$ cat config.mk
export PLATFORM = sky130hd
export DESIGN_NAME = mem_bus_arbiter
export DESIGN_NICKNAME = d
export VERILOG_FILES = /design/src/rtl/mem_bus_arbiter.sv
export SDC_FILE = /design/constraint.sdc
export NUM_CORES = 1
export LEC_CHECK = 0
export BUFFER_PORTS_ARGS = -buffer_cell sky130_fd_sc_hd__buf_2
export CAP_MARGIN = 20
export CORE_AREA = 2 2 213 215
export DETAILED_ROUTE_END_ITERATION = 10
export DIE_AREA = 0 0 215 217
export GPL_ROUTABILITY_DRIVEN = 0
export PLACE_DENSITY_LB_ADDON = 0.25
export SETUP_SLACK_MARGIN = 0.5
export SLEW_MARGIN = 30
export SYNTH_ARGS = -nofsm -noshare
export SYNTH_HDL_FRONTEND = slang
export SYNTH_SLANG_ARGS = --single-unit
$ cat constraint.sdc
create_clock -name clock -period 4 [get_ports clock]
set_input_delay 1.2 -clock clock [delete_from_list [all_inputs] [get_ports clock]]
set_output_delay 1.2 -clock clock [all_outputs]
set_load 0.02 [all_outputs]
$ cat src/rtl/mem_bus_arbiter.sv
`default_nettype none
// ============================================================================
// Module      : mem_bus_arbiter
// Description : Shares one memory port between an instruction cache and a
//               data cache. The grant is combinational; a lock keeps the bus
//               with a requester until memory accepts its request. An owner
//               table routes returned load tags back to the issuing cache.
//               Compile-time macro MEM_ARB_ROUND_ROBIN_EN selects round-robin
//               arbitration; without it dcache has fixed priority and a
//               starvation counter force-grants icache after STARVE_LIMIT
//               consecutive denied cycles.
// Revision    : 1.0 - initial release
// ============================================================================
module mem_bus_arbiter #(
  parameter int STARVE_LIMIT = 8
) (
  input  logic        clock,
  input  logic        reset,
  input  logic [1:0]  icache_command,
  input  logic [63:0] icache_addr,
  input  logic [1:0]  dcache_command,
  input  logic [63:0] dcache_addr,
  input  logic [63:0] dcache_data,
  input  logic [3:0]  mem2proc_response,
  input  logic [3:0]  mem2proc_tag,
  input  logic [63:0] mem2proc_data,
  output logic [1:0]  proc2mem_command,
  output logic [63:0] proc2mem_addr,
  output logic [63:0] proc2mem_data,
  output logic [3:0]  mem2icache_response,
  output logic [3:0]  mem2icache_tag,
  output logic [63:0] mem2icache_data,
  output logic [3:0]  mem2dcache_response,
  output logic [3:0]  mem2dcache_tag,
  output logic [63:0] mem2dcache_data,
  output logic [3:0]  icache_outstanding,
  output logic [3:0]  dcache_outstanding
);

  localparam logic [1:0] c_BUS_NONE = 2'd0;
  localparam logic [1:0] c_BUS_LOAD = 2'd1;
  localparam logic [3:0] c_CNT_MAX  = 4'hF;

  typedef enum logic [1:0] {
    LOCK_NONE   = 2'd0,
    LOCK_ICACHE = 2'd1,
    LOCK_DCACHE = 2'd2
  } lock_t;

  lock_t       r_lock;
  lock_t       w_lock_next;
  logic [15:0] r_valid;
  logic [15:0] r_owner_d;     // 1 = entry owned by dcache
  logic [3:0]  r_i_out;
  logic [3:0]  r_d_out;

  logic        w_i_req;
  logic        w_d_req;
  logic        w_grant_i;
  logic        w_grant_d;
  logic [1:0]  w_cmd;
  logic        w_accept;
  logic        w_accept_load;
  logic        w_ret_hit;
  logic        w_ret_owner_d;

`ifdef MEM_ARB_ROUND_ROBIN_EN
  logic r_favor_d;            // 1 = dcache wins the next unlocked contest
`else
  localparam int c_STARVE_W = (STARVE_LIMIT > 0) ? $clog2(STARVE_LIMIT + 1) : 1;
  logic [c_STARVE_W-1:0] r_starve;
`endif

  // An icache store is not a legal request and is ignored outright.
  assign w_i_req = (icache_command == c_BUS_LOAD);
  assign w_d_req = (dcache_command != c_BUS_NONE);

  // Grant selection: locked owner only, otherwise the configured policy.
  always_comb begin
    w_grant_i = 1'b0;
    w_grant_d = 1'b0;
    case (r_lock)
      LOCK_ICACHE: w_grant_i = w_i_req;
      LOCK_DCACHE: w_grant_d = w_d_req;
      default: begin
        if (w_i_req && w_d_req) begin
`ifdef MEM_ARB_ROUND_ROBIN_EN
          if (r_favor_d) w_grant_d = 1'b1;
          else           w_grant_i = 1'b1;
`else
          if (r_starve >= c_STARVE_W'(STARVE_LIMIT)) w_grant_i = 1'b1;
          else                                       w_grant_d = 1'b1;
`endif
        end else begin
          w_grant_i = w_i_req;
          w_grant_d = w_d_req;
        end
      end
    endcase
  end

  // Memory port mux and response/tag routing.
  always_comb begin
    w_cmd         = c_BUS_NONE;
    proc2mem_addr = 64'd0;
    proc2mem_data = 64'd0;
    if (w_grant_i) begin
      w_cmd         = c_BUS_LOAD;
      proc2mem_addr = icache_addr;
    end else if (w_grant_d) begin
      w_cmd         = dcache_command;
      proc2mem_addr = dcache_addr;
      proc2mem_data = dcache_data;
    end
    w_accept      = (w_grant_i || w_grant_d) && (mem2proc_response != 4'd0);
    w_accept_load = w_accept && (w_cmd == c_BUS_LOAD);

    mem2icache_response = w_grant_i ? mem2proc_response : 4'd0;
    mem2dcache_response = w_grant_d ? mem2proc_response : 4'd0;

    // Tag 0 means "nothing returned"; unknown tags are silently dropped.
    w_ret_hit      = (mem2proc_tag != 4'd0) && r_valid[mem2proc_tag];
    w_ret_owner_d  = r_owner_d[mem2proc_tag];
    mem2icache_tag = (w_ret_hit && !w_ret_owner_d) ? mem2proc_tag : 4'd0;
    mem2dcache_tag = (w_ret_hit &&  w_ret_owner_d) ? mem2proc_tag : 4'd0;
  end

  assign proc2mem_command   = w_cmd;
  assign mem2icache_data    = mem2proc_data;
  assign mem2dcache_data    = mem2proc_data;
  assign icache_outstanding = r_i_out;
  assign dcache_outstanding = r_d_out;

  // Lock next-state: hold the bus for a requester that memory has not yet accepted.
  always_comb begin
    w_lock_next = r_lock;
    case (r_lock)
      LOCK_NONE: begin
        if (w_grant_i && (mem2proc_response == 4'd0))      w_lock_next = LOCK_ICACHE;
        else if (w_grant_d && (mem2proc_response == 4'd0)) w_lock_next = LOCK_DCACHE;
      end
      LOCK_ICACHE: if (!w_i_req || (mem2proc_response != 4'd0)) w_lock_next = LOCK_NONE;
      LOCK_DCACHE: if (!w_d_req || (mem2proc_response != 4'd0)) w_lock_next = LOCK_NONE;
      default:     w_lock_next = LOCK_NONE;
    endcase
  end

  // Lock state register.
  always_ff @(posedge clock) begin
    if (reset) r_lock <= LOCK_NONE;
    else       r_lock <= w_lock_next;
  end

  // Owner table: free on return, then record new loads so a same-cycle re-issue wins.
  always_ff @(posedge clock) begin
    if (reset) begin
      r_valid   <= 16'd0;
      r_owner_d <= 16'd0;
    end else begin
      if (w_ret_hit) r_valid[mem2proc_tag] <= 1'b0;
      if (w_accept_load) begin
        r_valid[mem2proc_response]   <= 1'b1;
        r_owner_d[mem2proc_response] <= w_grant_d;
      end
    end
  end

  // Saturating in-flight load counters per cache.
  always_ff @(posedge clock) begin
    if (reset) begin
      r_i_out <= 4'd0;
      r_d_out <= 4'd0;
    end else begin
      if ((w_accept_load && w_grant_i) && !(w_ret_hit && !w_ret_owner_d)) begin
        if (r_i_out != c_CNT_MAX) r_i_out <= r_i_out + 4'd1;
      end else if (!(w_accept_load && w_grant_i) && (w_ret_hit && !w_ret_owner_d)) begin
        if (r_i_out != 4'd0) r_i_out <= r_i_out - 4'd1;
      end
      if ((w_accept_load && w_grant_d) && !(w_ret_hit && w_ret_owner_d)) begin
        if (r_d_out != c_CNT_MAX) r_d_out <= r_d_out + 4'd1;
      end else if (!(w_accept_load && w_grant_d) && (w_ret_hit && w_ret_owner_d)) begin
        if (r_d_out != 4'd0) r_d_out <= r_d_out - 4'd1;
      end
    end
  end

`ifdef MEM_ARB_ROUND_ROBIN_EN
  // Round-robin pointer: after each accepted transfer favour the other cache.
  always_ff @(posedge clock) begin
    if (reset)         r_favor_d <= 1'b1;
    else if (w_accept) r_favor_d <= w_grant_i;
  end
`else
  // Starvation counter: consecutive cycles icache requests but is not granted.
  always_ff @(posedge clock) begin
    if (reset) begin
      r_starve <= '0;
    end else if (w_grant_i && (mem2proc_response != 4'd0)) begin
      r_starve <= '0;
    end else if (!w_i_req) begin
      r_starve <= '0;
    end else if (!w_grant_i && (r_starve < c_STARVE_W'(STARVE_LIMIT))) begin
      r_starve <= r_starve + c_STARVE_W'(1);
    end
  end
`endif

endmodule
`default_nettype wire

======== Word-level counts from Yosys, hierarchy flattened ========
Cells that the tools add are included.
storage, ports and cells
  register bits after elaboration ......... 46
  bits of input ports ..................... 270
  logic and storage cells ................. 117
cells by class
  add/subtract/negate cells ............... 5
  order comparisons ....................... 6
  equal/unequal tests ..................... 11
  mux-type cells .......................... 41
  bitwise gates (word level) .............. 4
  reduce and logical (&&, ||, !) cells .... 44
operators by type and width
  operator                                                                              number
  64-bit 2-to-1 mux                                                                     4
  16-bit 2-to-1 mux                                                                     3
  4-bit 2-to-1 mux                                                                      12
  1-bit logical AND                                                                     18
  16-bit AND                                                                            1
  16-bit bitwise mux                                                                    1
  16-bit NOT                                                                            1
  16-bit OR                                                                             1
  4-bit nonzero test                                                                    4
  4-bit by 1-bit adder with 4-bit output (second input constant)                        3
  2-bit 2-to-1 mux                                                                      6
  4-bit by 5-bit less-than comparator with 1-bit output (second input constant)         2
  2-bit nonzero test                                                                    5
  3-bit AND reduction                                                                   3
  1-bit binary-select mux with 4-bit select                                             2
  1-bit demux with 4-bit select                                                         2
  4-bit by 1-bit greater-or-equal comparator with 1-bit output (second input constant)  2
  1-bit logical NOT                                                                     8
  1-bit 2-to-1 mux                                                                      8
  4-bit inequality test (second input constant)                                         2
  4-bit by 1-bit subtractor with 4-bit output (second input constant)                   2
  2-bit by 1-bit == test with 1-bit output (second input constant)                      3
  2-bit one-hot mux with 3 select lines                                                 1
  4-bit greater-or-equal comparator (second input constant)                             1
  11 further kinds                                                                      16

======== Longest topological paths before layout ========
Gate-level depths: netlist of run 1.
  depth in word-level cells ............... 13
  mapped depth ............................ 16
  mapped depth without buffers ............ 14

======== Worst setup path after synthesis of run 1 ========
Ideal clock, no wire load.
  kind .................................... input to register
  start ................................... in mem2proc_tag[0]
  end ..................................... reg r_i_out[3], in the netlist icache_outstanding[3]
  setup time .............................. 0.070 ns
  data arrival time ....................... 3.976 ns
  data required time ...................... 3.930 ns
  slack ................................... -0.046 ns
  stages .................................. 15
  path buffers ............................ 2
  cell sequence ........................... buf_2 -> buf_2 -> mux4_2 -> a22oi_1 -> and3_1 -> and2b_1 -> nand2_1 -> ha_1 -> inv_1 -> ha_1 -> a21o_1 -> a21oi_1 -> xnor2_1 -> or3_1 -> a21oi_1
on the way
  longest elaborated chain between the ends .. 8
  elaborated cells between the ends (all ways) .. 16
RTL lines
  item                                                                                                     RTL line       source
  from (decl)                                                                                              25             input logic [3:0] mem2proc_tag,
  1-bit binary-select mux with 4-bit select, on equally long branches                                      122, 123
  1-bit 2-to-1 mux, on equally long branches                                                               122, 123
  1-bit logical AND or 1-bit logical NOT (tied branches)                                                   122, 174, 176
  1-bit logical AND *                                                                                      174, 176
  1-bit logical NOT                                                                                        174            if ((w_accept_load && w_grant_i) && !(w_ret_hit && !w_ret_owner_d)) begin
  1-bit logical AND                                                                                        174
  2-bit by 1-bit inequality test with 1-bit output (no source line) or 2-bit nonzero test (tied branches)  -
  3-bit AND reduction (no source line)                                                                     -
  to (signal assigned)                                                                                     175            if (r_i_out != c_CNT_MAX) r_i_out <= r_i_out + 4'd1;
  to (signal assigned)                                                                                     177            if (r_i_out != 4'd0) r_i_out <= r_i_out - 4'd1;
  to (decl)                                                                                                54             logic [3:0] r_i_out;
Mark *: on every way between the ends. The rest lies on a longest branch, timed or not. The select of a mux whose other input is x is not followed.
A chain may end at the register's enable or synchronous reset.

======== Worst setup path after layout of run 1 ========
  start ................................... in mem2proc_tag[0]
  end ..................................... out mem2icache_tag[0]
on the way
  longest elaborated chain between the ends .. 5
  elaborated cells between the ends (all ways) .. 9
RTL lines
  item                                                                 RTL line  source
  1-bit binary-select mux with 4-bit select, on equally long branches  122, 123
  1-bit 2-to-1 mux, on equally long branches                           122, 123
  1-bit logical AND or 1-bit logical NOT (tied branches)               122, 124
  1-bit logical AND                                                    124       mem2icache_tag = (w_ret_hit && !w_ret_owner_d) ? mem2proc_tag : 4'd0;
  4-bit 2-to-1 mux *                                                   124
  to (decl)                                                            31        output logic [3:0] mem2icache_tag,
Marks and branches as above.

==> results.cfg, run 1 <==
[logic_synthesis]
ys_seq_area_share_pct = 19.7
synth_cell_type_count = 44
synth_area_per_cell_um2 = 8.15
synth_compound_area_share_pct = 20.0
synth_xor_area_share_pct = 1.50
synthFlopType = dfxtp_1
yosysWarningCount = 0
ys_async_sr_fraction_pct = 0
syn-cell-area_mm2 = 0.00468
syn_nets = 857
synthCells = 574
synth_seq_cells = 46
synthSimpleGateAreaFrac_pct = 24.0
synth-adder-area-share_pct = 3.80
synth_top_family_by_area = buffers and inverters
synth_edf_count = 0
synthMuxAreaShare_pct = 6.84

[layout]
final_common_cell = buf_2
syn2layout_area_growth_pct = 98.1
instances_no_fill = 1452
layout_common_cells = buf_2, buf_6, and2_4
drive_gt1_share_pct = 73.7
diodes = 0
nets = 1134

[floorplanning]
die_y_um = 217
core_mm2 = 0.0447
start_util_pct = 10.5
io_pins = 552
fp.dieW_um = 215
rows = 78
dieArea_mm2 = 0.0467

[setup_path]
end_kind = primary output
path_buf_inv = 2
cp_slowest_cell = mux4_2
crit_chain = buf_12 -> mux4_2 -> a22oi_2 -> and3_4 -> and2b_4 -> and2_4 -> buf_6
critPathTopFamily = simple AND/OR/NAND/NOR gates
max_stage_delay_ns = 0.50
cp.required_ns = 2.80
critPathKind = in2out
arrival_ns = 2.72
crit_fanout = 5
r2r_slack_ns = 0.60
cp-start-kind = input port

[clock_network]
h-tree-depth = 2
cts_hold_buf = 0
numCtsBuffers = 5
clock_sinks = 46
clk_path_buf_depth = 2
cts_tree = done
cts_root_buffer = clkbuf_16
clock_latency_ns = 0.29
clk_pin_slew_worst_paths_ns = 0.07

[route]
first_pass_iters = 4
met3_length_um = 3010
topRoutingLayerUsed = met4
ant_nets = 0
detail_route.wirelength_um = 28500
viasPerCell = 3.58
drtIter0Drc = 194
met1_length_um = 12300
drc = 0
routed-wl-met2_um = 12500
routedWlPerCell_um = 19.6
vias = 5202

[global_route]
grt_max_degree = 44
grt_pass1_wl_um = 37300
grt_pass1_vias = 5251
overflow = 0
track_usage_pct = 11.0
antenna_found_initial = 0

[power]
internal_power_uw = 1410
p_comb_share_pct = 55.0
p_sw_share_pct = 35.1
p_per_area_mw_per_mm2 = 234
ir_drop_v = 0.000134
leakagePower_uw = 0.00433
p_clk_share_pct = 22.9
seq_power_share_pct = 22.0
p_sw_uw = 760

[timing]
hold_violations = 0
slew_violations = 0
slew_headroom_pct = 57.5
max_freq_mhz = 255
skew_ns = 0.00796
min_period_ns = 3.92
finalSetupViolations = 0
rsz0062_at_grt = true
setup_ws_ns = 0.0834
period_share_pct = 97.9
fin_tns_setup_ns = 0
worst_slew_pin_slew_ns = 0.637

[hold_path]
hold_path_class = reg2reg

[flow_run]
max_cap_viol_count = 0

[place]
place_ws_ns = -0.176
hpwl_um = 22100
io_buffer_count = 359
placedCellCount = 1405

[run_status]
status = completed
per-stage QoR:
| step | power (µW) | hold slack [ns] | utilization [%] | cell area, µm² |
|---|---|---|---|---|
| CTS | 2050 | 0.469 | 18.7 | 8350 |
| detailed placement | 1380 | 0.459 | 16.3 | 7290 |
| global placement | 1380 | 0.467 | 16.3 | 7290 |
| global route | 2270 | 0.483 | 20.7 | 9270 |
| floorplan | 1210 | 0.433 | - | 5670 |
| finish | 2170 | 0.465 | 20.7 | 9270 |
final timing paths:
kind                                                 from  cells after the start                                 end
worst max-delay path                      mem2proc_tag[0]                      7                   mem2icache_tag[0]
worst min-delay path            r_owner_d[0]$_SDFFE_PP0P_                      1           r_owner_d[0]$_SDFFE_PP0P_
worst min register to register  r_owner_d[0]$_SDFFE_PP0P_                      1           r_owner_d[0]$_SDFFE_PP0P_
worst max register to register     r_lock[0]$_SDFFE_PP0P_                     18  dcache_outstanding[3]$_SDFFE_PP0P_
sequential cells by signal, indices dropped and copies added (netlist names):
name / flops
r_owner_d: 16
icache_outstanding: 4
r_valid: 16
r_starve: 4
r_lock: 2
dcache_outstanding: 4
power groups by stage:
stage | combinational (µW) | clock, µW | sequential [µW]
final | 1190 | 498 | 478
after global routing | 1260 | 535 | 479
after CTS | 1060 | 515 | 476
after detailed placement | 896 | 0 | 487
after global placement | 894 | 0 | 487
after floorplan | 722 | 0 | 489
final cells by class:
type | instances | area (µm²)
clock inverters | 3 | 48.8
fillers | 4952 | 35400
flip-flops and latches | 46 | 921
inverters | 7 | 28.8
multi-input cells | 359 | 3560
clock buffers | 5 | 125
repair buffers | 432 | 3830
well taps | 600 | 751
kinds of logic after synthesis:
family,after synthesis
buf+inv,169
fa+ha+maj,13
xor+xnor,8
simple gates,189
mux,22
flops,46
compound gates,127
per-layer routing:
metal  track usage (%)  vias to the layer above
met5                 0                        -
met4              2.00                        0
met3              4.49                       44
met2              17.3                      286
met1              14.3                     2448
li1                  -                     2424
cell usage after synthesis, types with 3 or more instances:
master / instances / area share, %
mux2i_1: 14 / 3.0
a22o_1: 64 / 12
o21ai_0: 26 / 2.8
xnor2_1: 4 / 0.75
ha_1: 11 / 2.9
nor2_1: 21 / 1.7
or4_4: 3 / 0.72
buf_2: 10 / 1.1
xor2_1: 4 / 0.75
dfxtp_1: 46 / 20
nand2_1: 11 / 0.88
a21oi_1: 22 / 2.4
nor2b_1: 13 / 1.7
or2_2: 4 / 0.53
nand2b_1: 24 / 3.2
and3_1: 5 / 0.67
nand3_1: 4 / 0.43
mux4_2: 8 / 3.8
clkbuf_1: 23 / 1.8
nor4_1: 3 / 0.40
and2_1: 81 / 11
or3_1: 9 / 1.2
buf_4: 128 / 21
inv_1: 7 / 0.56
a21o_1: 3 / 0.48
what timing repair did:
action                                  4_1_cts  5_1_grt
pin swaps                                    13       31
cloned                                       10       12
buffers inserted                             10        7
hold endpoints to repair                      0        0
endpoints found under the setup margin      153      152
gates resized for setup                     157      172
(Power assumes the default switching activity.)
==> run 2: changes to the inputs <==
--- a/config.mk
+++ b/config.mk
@@ -11,7 +11,7 @@
 export DETAILED_ROUTE_END_ITERATION = 10
 export DIE_AREA = 0 0 215 217
 export GPL_ROUTABILITY_DRIVEN = 0
-export PLACE_DENSITY_LB_ADDON = 0.25
+export MAX_ROUTING_LAYER = met4
 export SETUP_SLACK_MARGIN = 0.5
 export SLEW_MARGIN = 30
 export SYNTH_ARGS = -nofsm -noshare
==> run 2 against run 1 <==
The run now fails in 5_2_route. Global-route usage is 0.64 points lower. Synthesized cell count unchanged. Synthesized area stayed put.
==> results.cfg, run 2 <==
[logic_synthesis]
synth_top_area_share_pct = 20.5
synth_area_leaders = buf_4, dfxtp_1, a22o_1, and2_1, mux4_2
synthCells = 574
ys_seq_area_share_pct = 19.7
synth_edf_count = 0
synth_most_common_cell = buf_4
yosys-top-cells-count = buf_4, and2_1, a22o_1
synthFlopType = dfxtp_1
synth_cell_type_count = 44
ys_async_sr_fraction_pct = 0
syn_nets = 857
synth_area_per_cell_um2 = 8.15
synth_seq_cells = 46
syn-cell-area_mm2 = 0.00468
synth_area_leader_cell = buf_4
yosysWarningCount = 0

[floorplanning]
start_util_pct = 10.5
fp.dieW_um = 215
io_pins = 552
rows = 78
die_y_um = 217

[global_route]
grt_pass1_vias = 5385
overflow = 0
grt_max_degree = 33
track_usage_pct = 10.4
grt_pass1_wl_um = 35200
antenna_found_initial = 11

[place]
hpwl_um = 20300
io_buffer_count = 359

[run_status]
haltStage = 5_2_route
error_line = [ERROR DRT-0255] Maze Route cannot find path of net mem2proc_data[2] in worker of routeBox ( 193200 0 ) ( 215000 48300 ).
status = stopped before the end

[timing]
worst-ep-kind = top-level output
grt_worst_setup_endpoint = mem2icache_tag[2]

[clock_network]
clk_path_buf_depth = 2
cts_root_buffer = clkbuf_16
numCtsBuffers = 5
h-tree-depth = 2
clock_sinks = 46
## run 2: layer usage
| layer | global-route usage [%] |
|---|---|
| met5 | - |
| met4 | 3.08 |
| met3 | 4.44 |
| met2 | 16.3 |
| met1 | 12.0 |
## run 2: through the flow
step / util (%) / worst slack [ns] / cells / area (µm²)
floorplan: - / 0.225 / 574 / 5670
global placement: 16.4 / -0.132 / 1411 / 7310
detailed placement: 16.4 / -0.192 / 1411 / 7310
CTS: 19.6 / 0.0904 / 1450 / 8760
global route: 21.3 / 0.0157 / 1474 / 9540
## run 2: timing repair
action                     in CTS  in global routing
gates resized for setup       256                133
gates cloned                   10                 10
hold buffers                    0                  0
buffers inserted               21                  8
setup endpoints to repair     154                153
pin swaps                      33                 16
## run 2: kinds of logic after synthesis
logic type / synth area share (%)
adder cells (fa/ha/maj): 3.80
flip-flops: 19.7
AND/OR/NAND/NOR: 24.0
buffers and inverters: 24.2
multiplexers: 6.84
XOR/XNOR: 1.50
AO/OA/AOI/OAI: 20.0
==> run 3: changes to the inputs <==
--- a/config.mk
+++ b/config.mk
@@ -7,12 +7,11 @@
 export LEC_CHECK = 0
 export BUFFER_PORTS_ARGS = -buffer_cell sky130_fd_sc_hd__buf_2
 export CAP_MARGIN = 20
-export CORE_AREA = 2 2 213 215
+export CORE_AREA = 2 2 217 219
 export DETAILED_ROUTE_END_ITERATION = 10
-export DIE_AREA = 0 0 215 217
+export DIE_AREA = 0 0 219 221
 export GPL_ROUTABILITY_DRIVEN = 0
-export MAX_ROUTING_LAYER = met4
-export SETUP_SLACK_MARGIN = 0.5
+export PLACE_DENSITY_LB_ADDON = 0.15
 export SLEW_MARGIN = 30
 export SYNTH_ARGS = -nofsm -noshare
 export SYNTH_HDL_FRONTEND = slang
==> constraint.sdc (replaced) <==
create_clock -name clock -period 5.2 [get_ports clock]
set_input_delay 1.56 -clock clock [delete_from_list [all_inputs] [get_ports clock]]
set_output_delay 1.56 -clock clock [all_outputs]
set_load 0.02 [all_outputs]
==> run 3 against run 2 <==
The run now ends clean. Global-route usage grew 2.3 points.
==> results.cfg, run 3 (synthesized netlist as in run 1, its figures left out) <==
[run_status]
status = completed

[timing]
skew_ns = 0.00468
slew_violations = 0
fin_tns_setup_ns = 0
worst_slew_pin_slew_ns = 0.668
period_share_pct = 94.6
max_freq_mhz = 203
rsz0062_at_grt = false
slew_headroom_pct = 55.5
hold_violations = 0
min_period_ns = 4.92
finalSetupViolations = 0

[route]
vias = 4913
met1_length_um = 14600
detail_route.wirelength_um = 31800
drtIter0Drc = 215
met3_length_um = 3280
drc = 0
routedWlPerCell_um = 22.7
routed-wl-met2_um = 13100
ant_nets = 0
viasPerCell = 3.51
first_pass_iters = 4
topRoutingLayerUsed = met5

[power]
leakagePower_uw = 0.00317
p_per_area_mw_per_mm2 = 199
ir_drop_v = 0.000123

[floorplanning]
dieArea_mm2 = 0.0484
fp.dieW_um = 219
start_util_pct = 10.2
die_y_um = 221
rows = 79
core_mm2 = 0.0461
io_pins = 552

[setup_path]
cp-start-kind = input port
cp.depth = 7
cp_common_cell = buf_2
crit_chain = buf_2 -> mux4_2 -> a22oi_1 -> and3_1 -> and2b_1 -> and2_1 -> buf_2
arrival_ns = 3.36
regToRegEndpoint = dcache_outstanding[3]$_SDFFE_PP0P_
max_stage_delay_ns = 0.55
cp-endpoint = mem2icache_tag[2]
critPathKind = in2out
reg2reg_depth = 14
critPathTopFamily = simple AND/OR/NAND/NOR gates
cp.required_ns = 3.64
rr_startpoint = r_lock[0]$_SDFFE_PP0P_
cp_slowest_cell = mux4_2
end_kind = primary output
path_buf_inv = 2
cp-startpoint = mem2proc_tag[0]
r2r_slack_ns = 1.50
crit_fanout = 14

[global_route]
overflow = 0
grt_max_degree = 48
grt_pass1_vias = 4975
grt_pass1_wl_um = 42500
track_usage_pct = 12.7
antenna_found_initial = 18

[clock_network]
clk_path_buf_depth = 2
numCtsBuffers = 5
clock_sinks = 46
cts_root_buffer = clkbuf_16
h-tree-depth = 2
clk_pin_slew_worst_paths_ns = 0.07
cts_hold_buf = 0
cts_setup_buffers = 0
cts_tree = done
clock_latency_ns = 0.29
post_cts_resized = 0

[layout]
syn2layout_area_growth_pct = 37.3
largestRegisters = r_owner_d (16), r_valid (16)
final_common_cell = buf_2
drive_gt1_share_pct = 50.4
nets = 1073
instances_no_fill = 1400
layout_common_cells = buf_2, and2_1, a22o_1

[place]
placedCellCount = 1390
hpwl_um = 28500
io_buffer_count = 359

[hold_path]
hold_path_class = reg2reg
hold_start = r_valid[0]$_SDFF_PP0_

[flow_run]
max_cap_viol_count = 0
-- run 3: per-layer routing --
| layer | vias up | track usage (%) |
|---|---|---|
| li1 | 2292 | - |
| met1 | 2267 | 17.2 |
| met2 | 285 | 18.2 |
| met3 | 49 | 5.61 |
| met4 | 20 | 2.48 |
| met5 | - | 2.32 |
-- run 3: worst min-delay path by stage --
| stage | slack, ns | endpoint | cells past startpoint |
|---|---|---|---|
| 6_report | 0.47 | r_valid[0]$_SDFF_PP0_ | 1 |
| 5_1_grt | 0.48 | r_valid[0]$_SDFF_PP0_ | 1 |
| 4_1_cts | 0.47 | r_valid[0]$_SDFF_PP0_ | 1 |
| 3_5_place_dp | 0.46 | r_valid[0]$_SDFF_PP0_ | 1 |
| 3_3_place_gp | 0.46 | r_owner_d[4]$_SDFFE_PP0P_ | 2 |
| 2_1_floorplan | 0.43 | r_owner_d[0]$_SDFFE_PP0P_ | 1 |
-- run 3: area by class of cell --
cell class	count	area (µm²)
Antenna cell	2	5.00
Tap cell	607	759
Multi-Input combinational cell	359	2640
Sequential cell	46	921
Clock buffer	7	143
Timing Repair Buffer	371	1920
Clock inverter	1	5.00
Inverter	7	26.3
Fill cell	5443	39600
-- run 3: power by group --
| part | internal (µW) | switching [µW] |
|---|---|---|
| Sequential | 359 | 7.22 |
| Clock | 191 | 143 |
| Combinational | 213 | 364 |
-- run 3: stage by stage --
stage / util (%) / setup slack (ns) / instance area (µm²) / hold slack (ns) / total power (µW)
after detailed placement: 13.6 / 0.240 / 6270 / 0.459 / 968
after floorplan: - / 0.493 / 4680 / 0.433 / 807
final: 14.0 / 0.278 / 6430 / 0.471 / 1280
after global routing: 13.9 / 0.117 / 6420 / 0.480 / 1350
after global placement: 13.6 / 0.242 / 6270 / 0.464 / 970
after CTS: 13.9 / 0.238 / 6420 / 0.470 / 1310
